`config.mk`:
```
export PLATFORM = sky130hd
export DESIGN_NAME = if_fetch_unit
export DESIGN_NICKNAME = d
export VERILOG_FILES = /design/src/rtl/if_fetch_unit.sv
export SDC_FILE = /design/constraint.sdc
export NUM_CORES = 1
export LEC_CHECK = 0
export BUFFER_PORTS_ARGS = -buffer_cell sky130_fd_sc_hd__buf_2
export CAP_MARGIN = 0
export CORE_ASPECT_RATIO = 1.2
export CORE_UTILIZATION = 49
export DETAILED_ROUTE_END_ITERATION = 8
export PLACE_DENSITY = 0.74
export RECOVER_POWER = 100
export SLEW_MARGIN = 15
export SYNTH_ARGS = -nofsm -noshare
export SYNTH_HDL_FRONTEND = slang
export SYNTH_SLANG_ARGS = --single-unit
```
`constraint.sdc`:
```
create_clock -name clk_i -period 1.99 [get_ports clk_i]
set_clock_uncertainty 0.15 [all_clocks]
set_input_delay 0.199 -clock clk_i [delete_from_list [all_inputs] [get_ports clk_i]]
set_output_delay 0.199 -clock clk_i [all_outputs]
set_load 0.01 [all_outputs]
```
`src/rtl/if_fetch_unit.sv`:
```
// Instruction-fetch stage: req/ack fetch from a variable-latency memory into IF/ID,
// with a one-entry skid buffer for responses that land while decode is stalled.
module if_fetch_unit (
    input  logic        clk_i,
    input  logic        rst_i,
    input  logic        start_i,
    input  logic [31:0] pc_i,
    output logic        pc_write_o,
    input  logic        stall_i,
    input  logic        flush_i,
    output logic        imem_req_o,
    output logic [31:0] imem_addr_o,
    input  logic        imem_ack_i,
    input  logic [31:0] imem_data_i,
    output logic        ifid_valid_o,
    output logic [31:0] ifid_pc_o,
    output logic [31:0] ifid_inst_o,
    output logic [31:0] wait_cnt_o
);

    localparam logic [31:0] NOP_INST = 32'h0000_0000;

    typedef enum logic [1:0] {
        S_IDLE,
        S_WAIT,
        S_HOLD,
        S_DISCARD
    } state_e;

    typedef struct packed {
        logic [31:0] pc;
        logic [31:0] inst;
    } fetch_t;

    state_e      state_q, state_d;
    fetch_t      skid_q, skid_d;
    fetch_t      ifid_q, ifid_d;
    logic        ifid_valid_q, ifid_valid_d;
    logic [31:0] addr_q, addr_d;
    logic [31:0] wait_cnt_q, wait_cnt_d;
    logic        accept;
    fetch_t      accept_src;

    // NOTE: sequential state uses non-blocking assignments so every flop samples pre-edge values.
    always_ff @(posedge clk_i or negedge rst_i) begin
        if (!rst_i) begin
            state_q <= S_IDLE;
        end else begin
            state_q <= state_d;
        end
    end

    always_comb begin
        state_d = state_q;
        case (state_q)
            S_IDLE: begin
                if (start_i) state_d = S_WAIT;
            end
            S_WAIT: begin
                if (!start_i)                    state_d = imem_ack_i ? S_IDLE : S_DISCARD;
                else if (flush_i)                state_d = imem_ack_i ? S_WAIT : S_DISCARD;
                else if (imem_ack_i && stall_i)  state_d = S_HOLD;
            end
            S_HOLD: begin
                if (!start_i)                 state_d = S_IDLE;
                else if (flush_i || !stall_i) state_d = S_WAIT;
            end
            S_DISCARD: begin
                if (imem_ack_i) state_d = start_i ? S_WAIT : S_IDLE;
            end
            default: state_d = S_IDLE;
        endcase
    end

    // NOTE: every always_comb output gets a default first, so no path can infer a latch.
    always_comb begin
        imem_req_o  = (state_q == S_WAIT) || (state_q == S_DISCARD);
        imem_addr_o = (state_q == S_WAIT) ? pc_i : addr_q;
        accept      = start_i && !flush_i && !stall_i &&
                      (((state_q == S_WAIT) && imem_ack_i) || (state_q == S_HOLD));
        // Gating with rst_i keeps the PC frozen the instant reset asserts.
        pc_write_o  = rst_i && start_i && (accept || flush_i);
    end

    always_comb begin
        accept_src = (state_q == S_HOLD) ? skid_q : '{pc: pc_i, inst: imem_data_i};

        skid_d = skid_q;
        if ((state_q == S_WAIT) && imem_ack_i && stall_i && start_i && !flush_i) begin
            skid_d = '{pc: pc_i, inst: imem_data_i};
        end else if ((state_q == S_HOLD) && (!start_i || flush_i)) begin
            skid_d = '{pc: 32'h0, inst: NOP_INST};
        end

        // A squashed request keeps presenting its original address until the memory answers.
        addr_d = (state_q == S_WAIT) ? pc_i : addr_q;

        wait_cnt_d = wait_cnt_q;
        if (imem_req_o && !imem_ack_i) wait_cnt_d = wait_cnt_q + 32'd1;

        ifid_valid_d = ifid_valid_q;
        ifid_d       = ifid_q;
        if (!start_i || flush_i) begin
            ifid_valid_d = 1'b0;
            ifid_d       = '{pc: 32'h0, inst: NOP_INST};
        end else if (accept) begin
            ifid_valid_d = 1'b1;
            ifid_d       = accept_src;
        end else if (!stall_i) begin
            ifid_valid_d = 1'b0;
            ifid_d.inst  = NOP_INST;
        end
    end

    always_ff @(posedge clk_i or negedge rst_i) begin
        if (!rst_i) begin
            skid_q       <= '{pc: 32'h0, inst: NOP_INST};
            ifid_q       <= '{pc: 32'h0, inst: NOP_INST};
            ifid_valid_q <= 1'b0;
            addr_q       <= 32'h0;
            wait_cnt_q   <= 32'h0;
        end else begin
            skid_q       <= skid_d;
            ifid_q       <= ifid_d;
            ifid_valid_q <= ifid_valid_d;
            addr_q       <= addr_d;
            wait_cnt_q   <= wait_cnt_d;
        end
    end

    assign ifid_valid_o = ifid_valid_q;
    assign ifid_pc_o    = ifid_q.pc;
    assign ifid_inst_o  = ifid_q.inst;
    assign wait_cnt_o   = wait_cnt_q;

endmodule
```
Word-level counts from Yosys, hierarchy flattened
Index checks and enable logic that the tools add are counted.
{"block": "op_classes", "n_addsub": 1, "mux": 22, "reduce_logical": 25, "n_eq_ne": 8}
{"op": "$mux 64", "count": 4}
{"op": "$mux 32", "count": 4}
{"op": "$add 32x1->32 const B", "count": 1}
{"op": "$mux 2", "count": 9}
{"op": "$logic_and 1x1->1", "count": 12}
{"op": "$pmux 2 s4", "count": 1}
{"op": "$logic_or 1x1->1", "count": 5}
{"op": "$eq 2x2->1 const B", "count": 2}
{"op": "$logic_not 1->1", "count": 4}
{"op": "$mux 1", "count": 4}
{"op": "$ne 2x2->1 const B", "count": 2}
{"op": "$ne 4x4->1 const B", "count": 1}
{"op": "$reduce_and 4->1", "count": 1}
{"op": "$reduce_bool 2->1", "count": 2}
{"op": "$ne 3x1->1 const B", "count": 1}
{"op": "$ne 3x3->1 const B", "count": 1}
{"op": "$eq 2x1->1 const B", "count": 1}
{"op": "$logic_not 2->1", "count": 1}
{"block": "word_totals", "reg_bits": 195, "output_inout_bits": 131, "wordCells": 64, "input_bits": 70}

Depth between registers and ports, before layout
{"block": "depth", "word_depth": 6, "depth_mapped": 6, "depth_no_buf": 5}

Worst setup path after synthesis
Ideal clock, no wire load.
{"block": "synth_timing", "kind": "register to output", "from": "register state_q[0]", "to": "output port imem_addr_o[10]", "arrival_ps": 1342, "path_stages_with_launch": 5, "t_required_ps": 1641, "slack_ps": 299, "cell_sequence": "dfrtp_1 nand2b_1 clkbuf_1 buf_2 mux2_2"}
{"block": "synth_via", "elab_chain_len": 2}
{"item": "from (decl)", "line": "35", "source": "state_e state_q, state_d;"}
{"item": "from (signal assigned)", "line": "49", "source": "state_q <= state_d;"}
{"item": "$eq 2x1->1", "line": "78", "source": "imem_addr_o = (state_q == S_WAIT) ? pc_i : addr_q;"}
{"item": "$mux 32"}
{"item": "to (decl)", "line": "12", "source": "output logic [31:0] imem_addr_o,"}
Every way passes these cells.

Final worst setup path
{"block": "layout_timing", "from": "register state_q[0]", "to": "output port imem_addr_o[2]"}
The elaborated chain is that of the path after synthesis.

==> results.ini <==
[min_path]
min-delay-start=flush_i
worstHoldPathType=primary input to flip-flop
hold_depth=3

[die]
die-area_um2=17100
fp.coreArea_um2=16200
fp.dieH_um=143
initial_core_util_pct=50.1
die_w_um=120
ioPinCount=201
num_rows=51

[timing]
final-hold-violation-count=0
tightest_slew_ps=1190
max_freq_mhz=479
final.period_utilization_pct=105
finalWorstSetupSlack_ps=-99.1
report.final.slew_viol_count=0
rsz0062_at_grt=yes
holdWs_ps=45.3
min_period_ps=2090
maxSlewHeadroom_pct=20.7
setup_viol=33
setup_tns_ps=-1880

[power_and_ir_drop]
clkPwrFrac_pct=33.7
p_leak_uw=0.00513
switching_share_pct=26.7
ir_drop_mv=0.618
p_total_uw=10700
intPower_uw=7820
p_seq_share_pct=44.2
power_density_nw_per_um2=961
power_frac_comb_pct=22.2
p_switching_uw=2850

[global_routing]
grt_pass1_vias=6470
grt_pass1_wl_mm=33.1
grt_overflow_total=0
antenna_found_initial=3
grt_use_total_pct=24.9
grt_start_max_net_pins=107

[cells_and_area]
layoutNonFillerInstCount=1139
seq_area_um2=4880
drive_gt1_share_pct=24.9
n_fill_cell=1174
nNetsFinal=984
multi_input_area_um2=3180
synthToLayoutAreaGrowth_pct=36.7

[synthesis]
ys_warn_count=0
synth_top_area_share_pct=60.1
syn_inst=641
synth_edf_count=0
synthArstFlopShare_pct=100
syn_area_um2=8120
postSynthNetCount=712
ys_top_cells_by_area=dfrtp_1 60%, mux2i_1 7.9%, a22o_1 6.9%, mux2_2 4.6%, a211oi_1 3.0%
synthFlopType=dfrtp_1
yosysUniqueCellTypes=38
avgSynthCellArea_um2=12.7
synth_top_area_cell=dfrtp_1
synth-seq-cells=195
yosysSeqAreaShare_pct=60.1

[clocking]
clk_pin_slew_ps=60
clk_path_buf_depth=2
numCtsBuffers=17
cts_tree=done
cts_max_level=4
cts-root-buf=clkbuf_16
clock_latency_ps=430
cts_sinks=195

[flow_run]
maxCapViolCount=0

[outcome]
violations=setup timing
status=finished with violations

[detailed_routing]
ant_nets=0
wl_mm=21.4
wl_per_cell_um=18.8
viasPerCell=5.50
drc=0
drtPass1Iterations=4
drt-initial-drc-count=393
vias=6260

[critical_path]
reg2reg_depth=6
crit_start=state_q[0]
required_ps=1640
cp_max_fo=8
cp-end-kind=output pin
arrival_ps=1740
path_class=flip-flop to output pin
critPathLaunchType=flip-flop
timing.rr.start=state_q[1]

[placed_design]
dpl_worst_slack_ps=153
gp_congestion=0.819
dp.cells=1026
hpwl_mm=12.8
port_buffers=200

## what timing repair did
| action | CTS | global route |
|---|---|---|
| endpoints found under the hold margin | 352 | 0 |
| gates cloned | 1 | 2 |
| setup endpoints to repair | 33 | 35 |
| pin swaps | 1 | 5 |
| hold buffers | 66 | 0 |
| buffers inserted | 3 | 8 |
| resized for setup | 39 | 36 |
## registers in the layout (all words and copies together), names as in the netlist
register / cells
addr_q: 32
ifid_inst_o: 32
ifid_pc_o: 32
ifid_valid_o: 1
skid_q: 64
state_q: 2
wait_cnt_o: 32
## stage by stage
stage / util (%) / area [µm²]
2_1_floorplan: - / 8120
3_3_place_gp: 58.2 / 9440
3_5_place_dp: 58.2 / 9440
4_1_cts: 67.5 / 10900
5_1_grt: 68.5 / 11100
6_report: 68.5 / 11100
## power groups by stage
| stage | Clock (µW) | Sequential, µW | Combinational, µW |
|---|---|---|---|
| 2_1_floorplan | 0 | 4740 | 1030 |
| 3_3_place_gp | 0 | 4740 | 1680 |
| 3_5_place_dp | 0 | 4760 | 1760 |
| 4_1_cts | 3640 | 4700 | 2110 |
| 5_1_grt | 3820 | 4770 | 2530 |
| 6_report | 3590 | 4720 | 2370 |
## area by class of cell
type                       instances  area share (%)
antenna                            3          0.0676
clock buffer                      23            4.48
clock inverter                     7            1.10
inverter                           5           0.169
multi-input combinational        397            28.6
sequential                       195            43.9
tap                              212            2.39
timing repair buffer             297            19.2
## worst max-delay path, cell delays in order (launching register included)
cell	delay, ps
dfrtp_2	430
nand2b_4	190
buf_12	190
mux2_2	360
buf_2	150
## placed cells by master, fill, tap and decap left out, types with 2 or more instances in the layout
master         Yosys  routed
buf_12             0       6
dfrtp_1          195     194
nor2_1            37      37
a22o_1            64      64
nand3_1           11      11
buf_16             0       2
and2_1             2       2
clkbuf_1          15      85
nor4_4             2       2
mux2_2            33       4
mux2i_1           64      64
nor2_2             2       2
nand2_1           46      46
nand4_1            9       9
clkbuf_8           0       5
inv_1              5       5
a211oi_1          32      23
diode_2            0       3
o21ai_1           32      32
mux2_4             0      29
clkbuf_16          0      19
nand4b_1           4       4
buf_2             21      86
dlygate4sd3_1      0      66
nor4_2             2       2
xnor2_1           26      26
and4_1             4       4
a211oi_2           0       9
bufinv_16          0       3
clkinv_4           0       2
clkinvlp_4         0       2
xor2_1             5       5
buf_6              0      32
buf_4              8      18
and3_1             5       5
## final timing paths
| check | to | slack (ps) |
|---|---|---|
| setup / recovery | imem_addr_o[2] | -100 |
| hold / removal | state_q[0] | 50 |
| setup reg to reg | skid_q[11] | 20 |
| hold reg to reg | wait_cnt_o[31] | 330 |
| max in group asynchronous | state_q[0] | 130 |
| min in group asynchronous | ifid_pc_o[8] | 580 |
## logic make-up (layout without fill, tap and decap cells)
family,after synthesis,after routing,share of synthesized area (%)
other,0,3,0
xor gates and xnor gates,31,31,3.34
muxes,97,97,12.5
adders and majority gates,1,1,0.154
DFF,195,195,60.1
buffers and inverters,49,332,2.96
AOI/OAI and AO/OA,137,137,12.7
and+or+nand+nor,131,131,8.35
## metal layers
metal	vias to the layer above	GRT usage, %	part of all wire, %
li1	2854	-	-
met1	3154	30.6	41
met2	217	43.2	51
met3	35	4.55	5.1
met4	0	10.3	2.7
met5	-	0	0
## cells in the mapped netlist (2+ instances only)
library cell and number:
a211oi_1 32, a22o_1 64, and2_1 2, and3_1 5, and4_1 4, buf_2 21
buf_4 8, clkbuf_1 15, dfrtp_1 195, inv_1 5, mux2_2 33, mux2i_1 64
nand2_1 46, nand2b_1 2, nand3_1 11, nand4_1 9, nand4b_1 4, nor2_1 37
nor2_2 2, nor2b_1 2, nor4_2 2, nor4_4 2, o21ai_1 32, xnor2_1 26
xor2_1 5
Note: power is estimated with default switching activity, not from simulation.
